--- config.mk ---
export PLATFORM = sky130hd
export DESIGN_NAME = gdp_popcount_param
export DESIGN_NICKNAME = d
export VERILOG_FILES = /design/src/rtl/gdp_popcount_param_pkg.sv /design/src/rtl/gdp_popcount_param_chunk_pop.sv /design/src/rtl/gdp_popcount_param.sv
export SDC_FILE = /design/constraint.sdc
export NUM_CORES = 1
export LEC_CHECK = 0
export BUFFER_PORTS_ARGS = -buffer_cell sky130_fd_sc_hd__buf_2
export CORE_MARGIN = 4
export CORE_UTILIZATION = 50
export CTS_BUF_LIST = sky130_fd_sc_hd__clkbuf_4 sky130_fd_sc_hd__clkbuf_8 sky130_fd_sc_hd__clkbuf_16
export DETAILED_ROUTE_END_ITERATION = 10
export HOLD_SLACK_MARGIN = 0.03
export PLACE_DENSITY_LB_ADDON = 0.08
export SKIP_CTS_REPAIR_TIMING = 1
export SLEW_MARGIN = 20
export SYNTH_ARGS = -nofsm -noshare
export SYNTH_HDL_FRONTEND = slang
export SYNTH_SLANG_ARGS = --single-unit
export TNS_END_PERCENT = 10
--- constraint.sdc ---
create_clock -name clock -period 1.73 [get_ports clock]
set_clock_uncertainty 0.2 [all_clocks]
set_input_delay 0.346 -clock clock [delete_from_list [all_inputs] [get_ports clock]]
set_output_delay 0.346 -clock clock [all_outputs]
set_load 0.01 [all_outputs]
--- src/rtl/gdp_popcount_param_pkg.sv ---
// ---------------------------------------------------------------------------
// gdp_popcount_param_pkg
// Shared definitions for the parametrised ones/zeros counter:
//   - gdp_state_e : controller state encodings (2 bits)
//   - GDP_MODE_*  : operand mode codes sampled with start
//   - gdp_cnt_w   : width of a count able to hold 0..width without overflow
// ---------------------------------------------------------------------------
package gdp_popcount_param_pkg;

    typedef enum logic [1:0] {
        GDP_S_IDLE = 2'd0,
        GDP_S_SCAN = 2'd1,
        GDP_S_DONE = 2'd2
    } gdp_state_e;

    localparam logic GDP_MODE_ONES  = 1'b0;
    localparam logic GDP_MODE_ZEROS = 1'b1;

    // Number of bits needed to represent every value 0..width inclusive.
    function automatic int gdp_cnt_w(input int width);
        return $clog2(width + 1);
    endfunction

endpackage

--- src/rtl/gdp_popcount_param_chunk_pop.sv ---
// ---------------------------------------------------------------------------
// gdp_chunk_pop
// Combinational population count of one scan chunk.
// Ports:
//   i_bits  in  BITS_PER_CYCLE  chunk of the operand being consumed this cycle
//   o_cnt   out CNT_W           number of ones in i_bits, zero-extended
// ---------------------------------------------------------------------------
module gdp_chunk_pop #(
    parameter int BITS_PER_CYCLE = 1,
    parameter int CNT_W          = 4
) (
    input  logic [BITS_PER_CYCLE-1:0] i_bits,
    output logic [CNT_W-1:0]          o_cnt
);

    // Sum the chunk bits one at a time; the chunk is narrow so a ripple sum is fine.
    always_comb begin
        o_cnt = {CNT_W{1'b0}};
        for (int i = 0; i < BITS_PER_CYCLE; i++) begin
            o_cnt = o_cnt + {{(CNT_W-1){1'b0}}, i_bits[i]};
        end
    end

endmodule

--- src/rtl/gdp_popcount_param.sv ---
// ---------------------------------------------------------------------------
// gdp_popcount_param
// Parametrised ones/zeros counter with integrated controller. On start the
// operand (inverted for zeros mode) is loaded and scanned BITS_PER_CYCLE bits
// per clock; the scan stops as soon as the remaining operand is zero, and the
// count is then presented with a held done level until the next start.
// Ports:
//   clock      in   1      rising-edge clock
//   restart_n  in   1      asynchronous active-low reset
//   start      in   1      request, honoured only in IDLE or DONE
//   mode       in   1      0 = count ones, 1 = count zeros (sampled with start)
//   n_in       in   WIDTH  operand (sampled with start)
//   busy       out  1      high while scanning
//   done       out  1      high while the result is presented
//   run_sum    out  CNT_W  result while done, otherwise 0
// ---------------------------------------------------------------------------
module gdp_popcount_param
    import gdp_popcount_param_pkg::*;
#(
    parameter  int WIDTH          = 8,
    parameter  int BITS_PER_CYCLE = 1,
    localparam int CNT_W          = gdp_cnt_w(WIDTH)
) (
    input  logic             clock,
    input  logic             restart_n,
    input  logic             start,
    input  logic             mode,
    input  logic [WIDTH-1:0] n_in,
    output logic             busy,
    output logic             done,
    output logic [CNT_W-1:0] run_sum
);

    if (WIDTH < 2) begin : g_bad_width
        $error("gdp_popcount_param: WIDTH must be at least 2");
    end
    if ((WIDTH % BITS_PER_CYCLE) != 0) begin : g_bad_chunk
        $error("gdp_popcount_param: BITS_PER_CYCLE must divide WIDTH");
    end

    gdp_state_e         r_state;
    gdp_state_e         w_state_nxt;
    logic [WIDTH-1:0]   r_n;
    logic [WIDTH-1:0]   w_n_nxt;
    logic [CNT_W-1:0]   r_acc;
    logic [CNT_W-1:0]   w_acc_nxt;
    logic [CNT_W-1:0]   w_chunk_cnt;

    gdp_chunk_pop #(
        .BITS_PER_CYCLE (BITS_PER_CYCLE),
        .CNT_W          (CNT_W)
    ) u_chunk_pop (
        .i_bits (r_n[BITS_PER_CYCLE-1:0]),
        .o_cnt  (w_chunk_cnt)
    );

    // Next-state, operand and accumulator update for the scan controller.
    always_comb begin
        w_state_nxt = r_state;
        w_n_nxt     = r_n;
        w_acc_nxt   = r_acc;
        case (r_state)
            GDP_S_IDLE, GDP_S_DONE: begin
                // DONE reloads directly so back-to-back operations skip IDLE.
                if (start) begin
                    w_n_nxt     = (mode == GDP_MODE_ZEROS) ? ~n_in : n_in;
                    w_acc_nxt   = {CNT_W{1'b0}};
                    w_state_nxt = GDP_S_SCAN;
                end else begin
                    w_state_nxt = r_state;
                end
            end
            GDP_S_SCAN: begin
                // Early exit: once no ones remain, further chunks add nothing.
                if (r_n == {WIDTH{1'b0}}) begin
                    w_state_nxt = GDP_S_DONE;
                end else begin
                    w_acc_nxt = r_acc + w_chunk_cnt;
                    w_n_nxt   = r_n >> BITS_PER_CYCLE;
                end
            end
            default: begin
                w_state_nxt = GDP_S_IDLE;
                w_n_nxt     = {WIDTH{1'b0}};
                w_acc_nxt   = {CNT_W{1'b0}};
            end
        endcase
    end

    // State, operand and accumulator registers.
    always_ff @(posedge clock or negedge restart_n) begin
        if (!restart_n) begin
            r_state <= GDP_S_IDLE;
            r_n     <= {WIDTH{1'b0}};
            r_acc   <= {CNT_W{1'b0}};
        end else begin
            r_state <= w_state_nxt;
            r_n     <= w_n_nxt;
            r_acc   <= w_acc_nxt;
        end
    end

    // Outputs are registered from the next-state view so they track r_state
    // exactly; run_sum is gated to zero outside DONE.
    always_ff @(posedge clock or negedge restart_n) begin
        if (!restart_n) begin
            busy    <= 1'b0;
            done    <= 1'b0;
            run_sum <= {CNT_W{1'b0}};
        end else begin
            busy    <= (w_state_nxt == GDP_S_SCAN);
            done    <= (w_state_nxt == GDP_S_DONE);
            run_sum <= (w_state_nxt == GDP_S_DONE) ? w_acc_nxt : {CNT_W{1'b0}};
        end
    end

endmodule
## Word level (Yosys, flattened, before mapping)

Cells that the tools add are included.

| storage, ports and cells | value |
|---|---|
| register bits after elaboration | 20 |
| bits of input ports | 12 |
| output and inout port bits | 6 |

| cells by class | value |
|---|---|
| add/subtract/negate cells | 1 |
| equal/unequal tests | 6 |
| mux-type cells | 11 |
| bitwise operators | 1 |
| reductions and logical operators | 4 |

Operators with widths:

| operator | count |
|---|---|
| 8-bit two-way mux | 3 |
| 8-bit one-hot mux with 2 select lines | 1 |
| 4-bit two-way mux | 3 |
| 8-bit logical NOT | 1 |
| 8-bit NOT | 1 |
| 4-bit one-hot mux with 2 select lines | 1 |
| 4-bit by 1-bit adder with 4-bit output | 1 |
| 2-bit by 1-bit == test with 1-bit output (second input constant) | 2 |
| 2-bit == test (second input constant) | 2 |
| 2-bit two-way mux | 2 |
| 2-bit inequality test (second input constant) | 2 |
| 2-bit one-hot mux with 2 select lines | 1 |
| 2-bit logical NOT | 1 |
| 2-bit AND reduction | 1 |
| 2-bit OR reduction | 1 |

## Logic depth before layout (Yosys ltp)

| logic depth | value |
|---|---|
| depth in word-level cells | 5 |
| mapped depth | 5 |
| depth with buffers taken out | 5 |

## Cells and area by module

From an unflattened synthesis, not the netlist that was laid out.

| unflattened totals | value |
|---|---|
| cells, all modules | 113 |
| area, all modules | 1089.8 µm² |

By module, submodules not included:

| module | instances | cells each | area each (µm²) |
|---|---|---|---|
| gdp_popcount_param | 1 | 108 | 1056.0 |
| gdp_chunk_pop | 1 | 5 | 33.8 |

## Worst setup path before layout

OpenSTA, ideal clock, no wires.

| timing | value |
|---|---|
| path type | reg2reg |
| start | register r_n[1] |
| end | register r_acc[0] |
| library setup time | 131 ps |
| arrival | 1145 ps |
| required time | 1399 ps |
| path slack | 254 ps |
| stages on the path, launching flop included | 4 |
| path buffers | 0 |
| clock period less this slack | 1476 ps |
| cell sequence | dfrtp_1 -> nor4_4 -> and2_1 -> o211ai_1 |

| between the ends | value |
|---|---|
| longest elaborated chain between the ends | 3 |

RTL lines:

| what | RTL line | RTL |
|---|---|---|
| from (decl) | gdp_popcount_param.sv:43 | `logic [WIDTH-1:0] r_n;` |
| from (signal assigned) | gdp_popcount_param.sv:94 | `r_n <= {WIDTH{1'b0}};` |
| from (signal assigned) | gdp_popcount_param.sv:98 | `r_n <= w_n_nxt;` |
| 8-bit logical NOT | gdp_popcount_param.sv:75 | `if (r_n == {WIDTH{1'b0}}) begin` |
| 4-bit two-way mux | gdp_popcount_param.sv:75 |  |
| 4-bit one-hot mux with 2 select lines | gdp_popcount_param.sv:62 | `case (r_state)` |
| via w_acc_nxt[0] | gdp_popcount_param.sv:46 | `logic [CNT_W-1:0] w_acc_nxt;` |
| to (signal assigned) | gdp_popcount_param.sv:95 | `r_acc <= {CNT_W{1'b0}};` |
| to (signal assigned) | gdp_popcount_param.sv:99 | `r_acc <= w_acc_nxt;` |
| to (decl) | gdp_popcount_param.sv:45 | `logic [CNT_W-1:0] r_acc;` |

The timed path passes the listed nets, and every way through them passes these cells.
A chain may end at the register's enable or synchronous reset.

## Worst setup path after layout

| timing | value |
|---|---|
| start | register r_n[6] |
| end | register r_acc[1] |

The elaborated chain is that of the path after synthesis.

==> results.ini <==
[sta]
max_slew.worst_pin.slew_ns = 0.435
f_max_mhz = 623
finalSetupViolations = 0
layout_worst_path_cycle_share_pct = 92.8
timing.final.hold_violations = 0
period_needed_ns = 1.61
timing.final.max_slew_violations = 0
setup_repair_after_global_routing_missed_its_margin = false
relSlewSlack_pct = 71.0
setup_tns_ns = 0

[critical_path]
critPathRequiredTime_ns = 1.71
path_max_fanout = 6
critical_path_arrival_ns = 1.59
criticalPathCategory = reg -> reg
worst_setup_path_end_kind = flip-flop
start_kind = flip-flop

[logic_synthesis]
post-synth-top-area-fraction_pct = 49.9
yosys_most_used_dff = dfrtp_1
synthesis.nets = 107
synth.area.mux_share_pct = 6.99
synth_top_family_by_area = simple AND/OR/NAND/NOR gates
synth_top_area_cell = dfrtp_1
syn-cell-area_um2 = 1000
synth_enable_flop_cells = 0
yosys_register_bits = 20
area_share_of_fa_ha_maj_cells_after_synthesis_pct = 2.50
xor_xnor_portion_of_the_synthesized_cell_area_pct = 6.99
synth_top_cells_by_count = dfrtp_1 (20), nand2_1 (15), mux2i_1 (7), o21ai_0 (7), xor2_1 (7)
synth_simple_gate_area_share_pct = 16.9
netlist_top_cells_area = dfrtp_1 (50%), mux2i_1 (7.0%), xor2_1 (6.1%)
avgSynthCellArea_um2 = 10.8
synth_compound_gate_area_share_pct = 13.4
ys_async_sr_fraction_pct = 100
synth.most_common_cell = dfrtp_1
synth.distinct_cells = 24
synth.yosys.seq_area_share_pct = 49.9
synthCells = 93
synthesis.yosys.warnings = 0

[floorplanning]
floorplan.io_pins = 18
rows = 15
core_area_um2 = 1820
chipHeight_um = 52.8
dieWidth_um = 52.8
dieArea_um2 = 2780
initial_core_util_pct = 55.1

[clocking]
cts_max_level = 1
tritoncts = yes
cts.clk_slew.worst_paths_ns = 0.12
tritoncts_num_sinks = 20
root_buffer = clkbuf_4
worst_skew_late_latency_ns = 0.30
numCtsBuffers = 3
cts.path.max_buffers = 2

[global_route]
via_count_of_the_first_global_routing_pass = 716
largest_net_degree_at_the_start_of_global_routing = 21
grt_first_pass_wirelength_um = 3340
globalRoute.totalOverflow = 0
track_usage_pct = 16.8
grt_antenna_before_repair = 0

[job]
maxCapViolations = 0

[drt]
detail_route.drc_violations = 0
route.vias.total = 751
drt-vias-per-instance = 5.29
routed_wirelength_um = 2010
antenna_violating_nets_post_route = 0
wl_per_cell_um = 14.2
initialDrtViolationCount = 25
drt_first_pass_iters = 4

[place]
place.gp.congestion = 0.782
port_buffers = 17
hpwl_um = 1420

[cells_and_area]
antenna_diode_count = 0
number_of_nets_in_the_finished_design = 132
syn2layout_area_growth_pct = 20.5
fin_util_pct = 66.3
final_layout_size_suffix_gt1_share_pct = 25.6

[power_and_ir_drop]
vdd_drop_max_v = 0.00103
cellLeakagePower_nw = 0.592
powerDensity_nw_per_um2 = 1530

[outcome]
outcome = complete, no violations

[min_path]
timing.hold.worst.class = in -> reg

-- report_power, final --
part           internal [mW]  leakage [nW]  total, mW  switching (mW)
combinational          0.309         0.302      0.694           0.385
sequential             0.615         0.262      0.777           0.162
clock                  0.234        0.0279      0.380           0.146
-- path summary, 6_finish.rpt --
check,startpoint,end,slack [ns],cells past startpoint
max,r_n[6]$_DFFE_PN0P_,r_acc[1]$_DFF_PN0_,0.12,3
min,start,r_state[0]$_DFF_PN0_,0.14,3
max reg2reg,r_n[6]$_DFFE_PN0P_,r_acc[1]$_DFF_PN0_,0.12,3
min reg2reg,r_acc[3]$_DFF_PN0_,r_acc[3]$_DFF_PN0_,0.38,2
max in group asynchronous,restart_n,r_n[5]$_DFFE_PN0P_,0.72,2
min in group asynchronous,restart_n,run_sum[1]$_DFF_PN0_,0.31,2
-- cell usage in the layout, fill, tap and decap left out --
| cell | n |
|---|---|
| o22ai_1 | 2 |
| nand2_1 | 15 |
| inv_1 | 4 |
| buf_4 | 6 |
| and2b_1 | 1 |
| ha_1 | 2 |
| nor2_1 | 2 |
| xnor2_1 | 1 |
| dfrtp_1 | 20 |
| buf_2 | 17 |
| nor4_4 | 2 |
| a21oi_1 | 2 |
| a32oi_2 | 1 |
| o21ai_0 | 7 |
| nand4_1 | 2 |
| bufinv_16 | 1 |
| nand2b_1 | 1 |
| a211oi_1 | 1 |
| nor2b_1 | 4 |
| clkbuf_4 | 3 |
| dlygate4sd3_1 | 1 |
| mux2i_1 | 7 |
| nand3_1 | 1 |
| and2_1 | 1 |
| o211ai_1 | 4 |
| xor2_1 | 7 |
| a2111o_1 | 2 |
-- state kept, by name (all words and copies together) (netlist names) --
name and flops:
r_n 8, r_acc 4, run_sum 4, r_state 2, busy 1, done 1
-- final cells by class --
class / instances / area (um2)
fill: 147 / 613
clock buffer: 3 / 22.5
clock inverter: 1 / 30.0
tap: 25 / 31.3
timing repair buffer: 24 / 140
multi-input combinational: 65 / 468
sequential: 20 / 500
inverter: 4 / 15.0
-- cells by family (layout without fill, tap and decap cells) --
group | Yosys count | count (layout)
flops | 20 | 20
compound gates | 19 | 19
fa+ha+maj | 2 | 2
simple gates | 29 | 29
mux | 7 | 7
xor+xnor | 8 | 8
buf+inv | 8 | 32
-- critical path: stages (launching register included) --
cell,delay [ns]
dfrtp_1,0.46
nor4_4,0.43
and2_1,0.26
o211ai_1,0.14
-- stage by stage --
step                instance area [um2]  setup WS [ns]  hold WS [ns]  power, mW  cells
floorplan                          1000          0.254        -0.150       1.20     93
global placement                   1130          0.161         0.111       1.40    135
detailed placement                 1130          0.132         0.112       1.42    135
CTS                                1180         0.0844        -0.223       1.80    139
global route                       1210         0.0382         0.113       1.98    142
finish                             1210          0.124         0.138       1.85    142
-- per-layer routing --
layer	routed length (um)	GRT usage, %	vias up	share of wire (%)
met1	984	24.2	344	49
met4	27	8.09	0	1.3
met5	0	0	-	0
met3	119	4.27	4	5.9
li1	-	-	374	-
met2	883	22.9	29	44
No activity file was read; power rests on OpenSTA's default activity.
